## src/rtl/prio_deco_pkg.sv

```systemverilog
// Shared widths and the 3-to-8 one-hot decode used by the buffered decoder.
// Ports: none (package only).
// Latency: n/a. Backpressure: n/a.
package prio_deco_pkg;

  localparam int CODE_W   = 3;
  localparam int ONEHOT_W = 8;

  // One-hot decode of a binary index; exactly one bit set for any legal code.
  function automatic logic [ONEHOT_W-1:0] decode3x8(input logic [CODE_W-1:0] code);
    logic [ONEHOT_W-1:0] v;
    v       = '0;
    v[code] = 1'b1;
    return v;
  endfunction

endpackage

```

## src/rtl/prio_deco_3x8_if.sv

```systemverilog
// Bundle of the code-in / one-hot-out handshake plus seen/count status.
// Ports: d_in/in_valid/in_ready (push side), d_out/out_valid/out_ready (pop side),
//        seen/clr_seen (sticky history), count (occupancy). master = driver, slave = decoder.
interface prio_deco_3x8_if #(
  parameter int DEPTH = 4
);
  import prio_deco_pkg::*;

  localparam int CNT_W = $clog2(DEPTH) + 1;

  logic [CODE_W-1:0]   d_in;
  logic                in_valid;
  logic                in_ready;
  logic [ONEHOT_W-1:0] d_out;
  logic                out_valid;
  logic                out_ready;
  logic [ONEHOT_W-1:0] seen;
  logic                clr_seen;
  logic [CNT_W-1:0]    count;

  modport master (
    output d_in, in_valid, out_ready, clr_seen,
    input  in_ready, d_out, out_valid, seen, count
  );

  modport slave (
    input  d_in, in_valid, out_ready, clr_seen,
    output in_ready, d_out, out_valid, seen, count
  );

endinterface

```

## src/rtl/prio_deco_fifo.sv

```systemverilog
// Synchronous FIFO with occupancy count; head word is presented combinationally from storage.
// Ports: clk/rst_n, write side i_wr_vld/o_wr_rdy/i_wr_dat, read side o_rd_vld/i_rd_rdy/o_rd_dat, o_count.
// Latency 1 cycle write-to-read; o_wr_rdy depends only on count (full refuses even during a pop).
module prio_deco_fifo #(
  parameter int DEPTH = 4,
  parameter int W     = 3,
  localparam int PTR_W = $clog2(DEPTH),
  localparam int CNT_W = PTR_W + 1
) (
  input  logic             clk,
  input  logic             rst_n,
  input  logic             i_wr_vld,
  output logic             o_wr_rdy,
  input  logic [W-1:0]     i_wr_dat,
  output logic             o_rd_vld,
  input  logic             i_rd_rdy,
  output logic [W-1:0]     o_rd_dat,
  output logic [CNT_W-1:0] o_count
);

  localparam logic [PTR_W-1:0] PTR_ONE  = PTR_W'(1);
  localparam logic [CNT_W-1:0] CNT_ONE  = CNT_W'(1);
  localparam logic [CNT_W-1:0] CNT_FULL = CNT_W'(DEPTH);

  logic [W-1:0]     r_mem [DEPTH];
  logic [PTR_W-1:0] r_wr_ptr;
  logic [PTR_W-1:0] r_rd_ptr;
  logic [CNT_W-1:0] r_count;

  logic w_push;
  logic w_pop;

  assign o_wr_rdy = (r_count != CNT_FULL);
  assign o_rd_vld = (r_count != '0);
  assign o_rd_dat = r_mem[r_rd_ptr];
  assign o_count  = r_count;

  assign w_push = i_wr_vld & o_wr_rdy;
  // Popping an empty FIFO is impossible because o_rd_vld gates it.
  assign w_pop  = o_rd_vld & i_rd_rdy;

  // Storage is never reset; only pointers/count define what is valid.
  always_ff @(posedge clk) begin
    if (w_push) begin
      r_mem[r_wr_ptr] <= i_wr_dat;
    end
  end

  // DEPTH is a power of two, so natural pointer overflow is the modulo wrap.
  always_ff @(posedge clk or negedge rst_n) begin
    if (!rst_n) begin
      r_wr_ptr <= '0;
      r_rd_ptr <= '0;
      r_count  <= '0;
    end else begin
      if (w_push) begin
        r_wr_ptr <= r_wr_ptr + PTR_ONE;
      end
      if (w_pop) begin
        r_rd_ptr <= r_rd_ptr + PTR_ONE;
      end
      case ({w_push, w_pop})
        2'b10:   r_count <= r_count + CNT_ONE;
        2'b01:   r_count <= r_count - CNT_ONE;
        default: r_count <= r_count;
      endcase
    end
  end

endmodule

```

## src/rtl/prio_deco_3x8.sv

```systemverilog
// Buffered 3-to-8 decoder: queues codes, presents the head as one-hot, keeps a sticky OR of popped values.
// Ports: clk, rst_n, bus (slave modport: d_in/in_valid/in_ready, d_out/out_valid/out_ready, seen/clr_seen, count).
// Latency 1 cycle into an empty buffer; in_ready drops at full regardless of out_ready, d_out holds while stalled.
module prio_deco_3x8
  import prio_deco_pkg::*;
#(
  parameter int DEPTH = 4
) (
  input  logic              clk,
  input  logic              rst_n,
  prio_deco_3x8_if.slave    bus
);

  localparam int CNT_W = $clog2(DEPTH) + 1;

  logic [CODE_W-1:0]   w_head;
  logic                w_head_vld;
  logic [CNT_W-1:0]    w_count;
  logic                w_wr_rdy;
  logic                w_pop;
  logic [ONEHOT_W-1:0] w_dec;
  logic [ONEHOT_W-1:0] r_seen;

  prio_deco_fifo #(
    .DEPTH (DEPTH),
    .W     (CODE_W)
  ) u_fifo (
    .clk      (clk),
    .rst_n    (rst_n),
    .i_wr_vld (bus.in_valid),
    .o_wr_rdy (w_wr_rdy),
    .i_wr_dat (bus.d_in),
    .o_rd_vld (w_head_vld),
    .i_rd_rdy (bus.out_ready),
    .o_rd_dat (w_head),
    .o_count  (w_count)
  );

  // Forced to zero when empty so stale storage never leaks onto d_out.
  assign w_dec = w_head_vld ? decode3x8(w_head) : '0;
  assign w_pop = w_head_vld & bus.out_ready;

  // Clear takes effect before the OR, so a coincident pop leaves only its own bit.
  always_ff @(posedge clk or negedge rst_n) begin
    if (!rst_n) begin
      r_seen <= '0;
    end else if (w_pop) begin
      r_seen <= (bus.clr_seen ? '0 : r_seen) | w_dec;
    end else if (bus.clr_seen) begin
      r_seen <= '0;
    end
  end

  assign bus.in_ready  = w_wr_rdy;
  assign bus.out_valid = w_head_vld;
  assign bus.d_out     = w_dec;
  assign bus.count     = w_count;
  assign bus.seen      = r_seen;

endmodule

```

## src/flat_wrapper.sv

```systemverilog
// flat-port wrapper written by rule: the top's interface ports become plain ports
module prio_deco_3x8_flat import prio_deco_pkg::*;
#(
  parameter int DEPTH = 4
)
  (clk, rst_n, bus_d_in, bus_in_valid, bus_out_ready, bus_clr_seen, bus_in_ready, bus_d_out, bus_out_valid, bus_seen, bus_count);
  prio_deco_3x8_if #(.DEPTH(DEPTH)) bus_i ();
  input  logic clk;
  input  logic rst_n;
  input wire logic [$bits(bus_i.d_in)-1:0] bus_d_in;
  input wire logic [$bits(bus_i.in_valid)-1:0] bus_in_valid;
  input wire logic [$bits(bus_i.out_ready)-1:0] bus_out_ready;
  input wire logic [$bits(bus_i.clr_seen)-1:0] bus_clr_seen;
  output wire logic [$bits(bus_i.in_ready)-1:0] bus_in_ready;
  output wire logic [$bits(bus_i.d_out)-1:0] bus_d_out;
  output wire logic [$bits(bus_i.out_valid)-1:0] bus_out_valid;
  output wire logic [$bits(bus_i.seen)-1:0] bus_seen;
  output wire logic [$bits(bus_i.count)-1:0] bus_count;
  assign bus_i.d_in = bus_d_in;
  assign bus_i.in_valid = bus_in_valid;
  assign bus_i.out_ready = bus_out_ready;
  assign bus_i.clr_seen = bus_clr_seen;
  assign bus_in_ready = bus_i.in_ready;
  assign bus_d_out = bus_i.d_out;
  assign bus_out_valid = bus_i.out_valid;
  assign bus_seen = bus_i.seen;
  assign bus_count = bus_i.count;
  prio_deco_3x8 #(.DEPTH(DEPTH)) u_core (.clk(clk), .rst_n(rst_n), .bus(bus_i));
endmodule
```

## config.mk

```make
export PLATFORM = sky130hd
export DESIGN_NAME = prio_deco_3x8_flat
export DESIGN_NICKNAME = d
export VERILOG_FILES = /design/src/rtl/prio_deco_pkg.sv /design/src/rtl/prio_deco_3x8_if.sv /design/src/rtl/prio_deco_fifo.sv /design/src/rtl/prio_deco_3x8.sv /design/src/flat_wrapper.sv
export SDC_FILE = /design/constraint.sdc
export NUM_CORES = 1
export LEC_CHECK = 0
export CAP_MARGIN = 10
export CORE_MARGIN = 8
export CORE_UTILIZATION = 43
export DETAILED_ROUTE_END_ITERATION = 10
export GPL_TIMING_DRIVEN = 0
export PLACE_DENSITY = 0.71
export SYNTH_ARGS = -nofsm -noshare
export SYNTH_HDL_FRONTEND = slang
export SYNTH_SLANG_ARGS = --single-unit
```

## constraint.sdc

```tcl
create_clock -name clk -period 3.6 [get_ports clk]
set_clock_uncertainty 0.05 [all_clocks]
set_input_delay 0.72 -clock clk [delete_from_list [all_inputs] [get_ports clk]]
set_output_delay 0.72 -clock clk [all_outputs]
set_load 0.1 [all_outputs]
```

==> impl_metrics.py, run 1 <==
metrics = {
    "synthesis": {
        "synth_area_per_cell_sq_um": 12.8,
        "yosysWarnings": 0,
        "yosysSeqAreaShare_pct": 59.8,
        "netlist_area_sq_um": 1230,
        "synth_top_area_share_pct": 30.5,
        "synthMuxAreaShare_pct": 6.40,
        "synth_fa_ha_area_share_pct": 6.71,
        "synth_nets": 110,
        "synth_compound_area_share_pct": 6.20,
        "ys_ff_latch": 27,
        "synthCells": 96,
        "async_reset_ff_share_pct": 55.6,
        "yosys.area.top_type": "dfrtp_1",
        "synth_common_cells": "15 x dfrtp_1, 15 x inv_1, 12 x edfxtp_1",
        "synthFlopType": "dfrtp_1",
        "synth_top_family_by_area": "simple AND/OR/NAND/NOR gates",
        "synthXorXnorAreaFrac_pct": 4.27,
        "synth_edf_count": 12,
        "synth_cell_type_count": 24,
        "yosys.area_share.simple_pct": 10.9,
        "synthTopCellsByArea": "dfrtp_1 30%, edfxtp_1 29%, mux4_2 5.5%",
    },
    "route": {
        "drc": 0,
        "routed-via-count": 796,
        "drt_iter0_drc": 48,
        "ant_nets": 0,
        "wl_met2_microns": 1070,
        "top_layer_used": "met4",
        "routed_wl_microns": 2300,
        "wl_met1_microns": 1020,
        "wl_met3_microns": 182,
        "wl_per_cell_microns": 14.6,
        "detail_route.first_pass.iterations": 4,
        "vias_per_cell": 5.04,
    },
    "worst_hold_path": {
        "hp-class": "flip-flop to flip-flop",
        "hold_depth": 2,
    },
    "global_route": {
        "grt_max_degree": 17,
        "overflow": 0,
        "grt_pass1_vias": 851,
        "grtUsageTotal_pct": 9.74,
        "antenna_found_initial": 0,
        "grt_pass1_wl_microns": 3960,
    },
    "timing": {
        "tightestPinTransition_ps": 987,
        "fin_crit_ps": 3380,
        "slew-limit-headroom_pct": 34.0,
        "max_clock_freq_mhz": 296,
        "slew_violations": 0,
        "grt_setup_unrepaired": "false",
        "setup_viol": 0,
        "finalCritPeriodShare_pct": 93.9,
        "hold_viol": 0,
    },
    "clock_tree": {
        "clockBufferDepth": 2,
        "cts_root_buf": "clkbuf_4",
        "clk_latency_ps": 320,
        "postCtsResizedCells": 6,
        "hold_buffers": 0,
        "cts_setup_buffers": 0,
        "clk_pin_slew_ps": 150,
        "cts_tree": "yes",
        "htreeDepth": 1,
        "numClockSinks": 27,
        "cts_buffers": 3,
    },
    "critical_path": {
        "startpoint": "u_core.u_fifo.r_rd_ptr[0]",
        "worstPathArrival_ps": 2610,
        "r2r_cells": 9,
        "reg2reg_slack_ps": 1230,
        "worstPathMaxFanout": 5,
        "timing.rr.start": "u_core.u_fifo.o_count[1]",
        "critPathKind": "flip-flop to output pin",
        "required_ps": 2830,
        "worstSetupStartpointType": "flip-flop",
        "end_kind": "output pin",
        "reg2reg_to": "u_core.u_fifo.o_count[2]",
        "crit_end": "bus_d_out[7]",
    },
    "placement": {
        "placed_area_sq_um": 1550,
        "routabilityCongestion": 0.792,
        "numPortBuffers": 27,
    },
    "cells_and_area": {
        "drive_above_1_share_pct": 13.4,
        "final_area_sq_um": 1580,
        "antenna_cells": 0,
        "fin_util_pct": 57.6,
        "fin_nets": 142,
        "area_delta_synth_final_pct": 27.9,
        "fill_cells": 234,
    },
    "flow_run": {
        "maxCapViolCount": 0,
    },
    "floorplanning": {
        "die_y_microns": 69.5,
        "num_rows": 19,
        "ios": 29,
        "die_w_microns": 69.5,
        "die_area_sq_um": 4830,
        "coreArea_sq_um": 2730,
        "start_util_pct": 45.0,
    },
    "outcome": {
        "status": "finished clean",
    },
}
-- through the flow --
| step | setup slack [ps] | hold slack [ps] | std cells | setup TNS [ps] |
|---|---|---|---|---|
| 3_5_place_dp | 296 | 475 | 154 | 0 |
| 3_3_place_gp | 303 | 464 | 154 | 0 |
| 5_1_grt | 117 | 514 | 158 | 0 |
| 4_1_cts | 0.623 | 495 | 158 | 0 |
| 2_1_floorplan | -109 | 374 | 96 | -417 |
| 6_report | 219 | 493 | 158 | 0 |
-- cell families after synthesis --
logic type / count (synthesis)
compound gates: 10
xor+xnor: 6
fa+ha+maj: 6
buf+inv: 17
flops: 27
mux: 4
simple gates: 26
-- routing by layer --
layer,up-vias,GRT usage (%)
met4,0,4.10
met5,-,0
li1,389,-
met1,375,11.3
met3,4,3.86
met2,28,15.5
-- worst min-delay path by stage --
| stage | from | endpoint | slack (ps) |
|---|---|---|---|
| 2_1_floorplan | rst_n | u_core.bus.seen[0] | 370 |
| 6_report | u_core.bus.seen[7] | u_core.bus.seen[7] | 490 |
| 3_5_place_dp | u_core.bus.seen[7] | u_core.bus.seen[7] | 470 |
| 4_1_cts | u_core.bus.seen[7] | u_core.bus.seen[7] | 490 |
| 5_1_grt | u_core.bus.seen[7] | u_core.bus.seen[7] | 510 |
| 3_3_place_gp | u_core.bus.seen[3] | u_core.bus.seen[3] | 460 |
-- critical path, stage by stage, from the launching register on --
cell             delay, ps
dfrtp_1                400
buf_6                  130
mux4_2                 360
nand2_1                140
nor2_2                 130
clkdlybuf4s50_1       1140
-- state kept, by name, indices dropped and copies added, names as in the netlist --
name                    cells
u_core.u_fifo.r_rd_ptr      2
u_core.u_fifo.r_wr_ptr      2
u_core.bus.seen             8
u_core.u_fifo.o_count       3
u_core.u_fifo.r_mem        12
-- layout make-up --
type                    count  area, sq um  area share (%)
plain buffers               2         15.0           0.953
clock buffers               3         22.5            1.43
clock inverters             1         7.51           0.477
inverters                  15         56.3            3.57
multi-input cells          52          434            27.6
flip-flops and latches     27          736            46.7
well taps                  31         38.8            2.46
repair buffers             27          265            16.8
-- layout by cell type, fill, tap and decap left out --
master / n
clkdlybuf4s50_1: 20
nand2_1: 5
dlygate4sd2_1: 6
clkinvlp_4: 1
ha_1: 5
dlymetal6s2s_1: 1
and2_4: 1
buf_1: 1
o31a_1: 1
dfrtp_1: 15
xor2_1: 3
o22ai_2: 2
and3_1: 4
edfxtp_1: 12
buf_6: 1
nor3_1: 1
mux4_2: 3
inv_1: 15
fa_1: 1
nand2b_1: 3
xnor2_1: 3
or2_1: 1
nor2_2: 4
or3b_1: 1
o22ai_1: 6
nor2_1: 5
mux2_2: 1
o21ai_0: 1
or2_4: 1
clkbuf_4: 3
Power of run 1 is left out: the tool's default activity adds up to more than one toggle a clock period on the data nets, which glitch-free logic cannot reach.
==> run 2: changes to the inputs <==
--- a/config.mk
+++ b/config.mk
@@ -5,7 +5,6 @@
 export SDC_FILE = /design/constraint.sdc
 export NUM_CORES = 1
 export LEC_CHECK = 0
-export CAP_MARGIN = 10
 export CORE_MARGIN = 8
 export CORE_UTILIZATION = 43
 export DETAILED_ROUTE_END_ITERATION = 10
==> results of run 2 <==
No change in the layout: final DEF, timing and power equal those of run 1.
Power of run 2 is left out for the same reason.
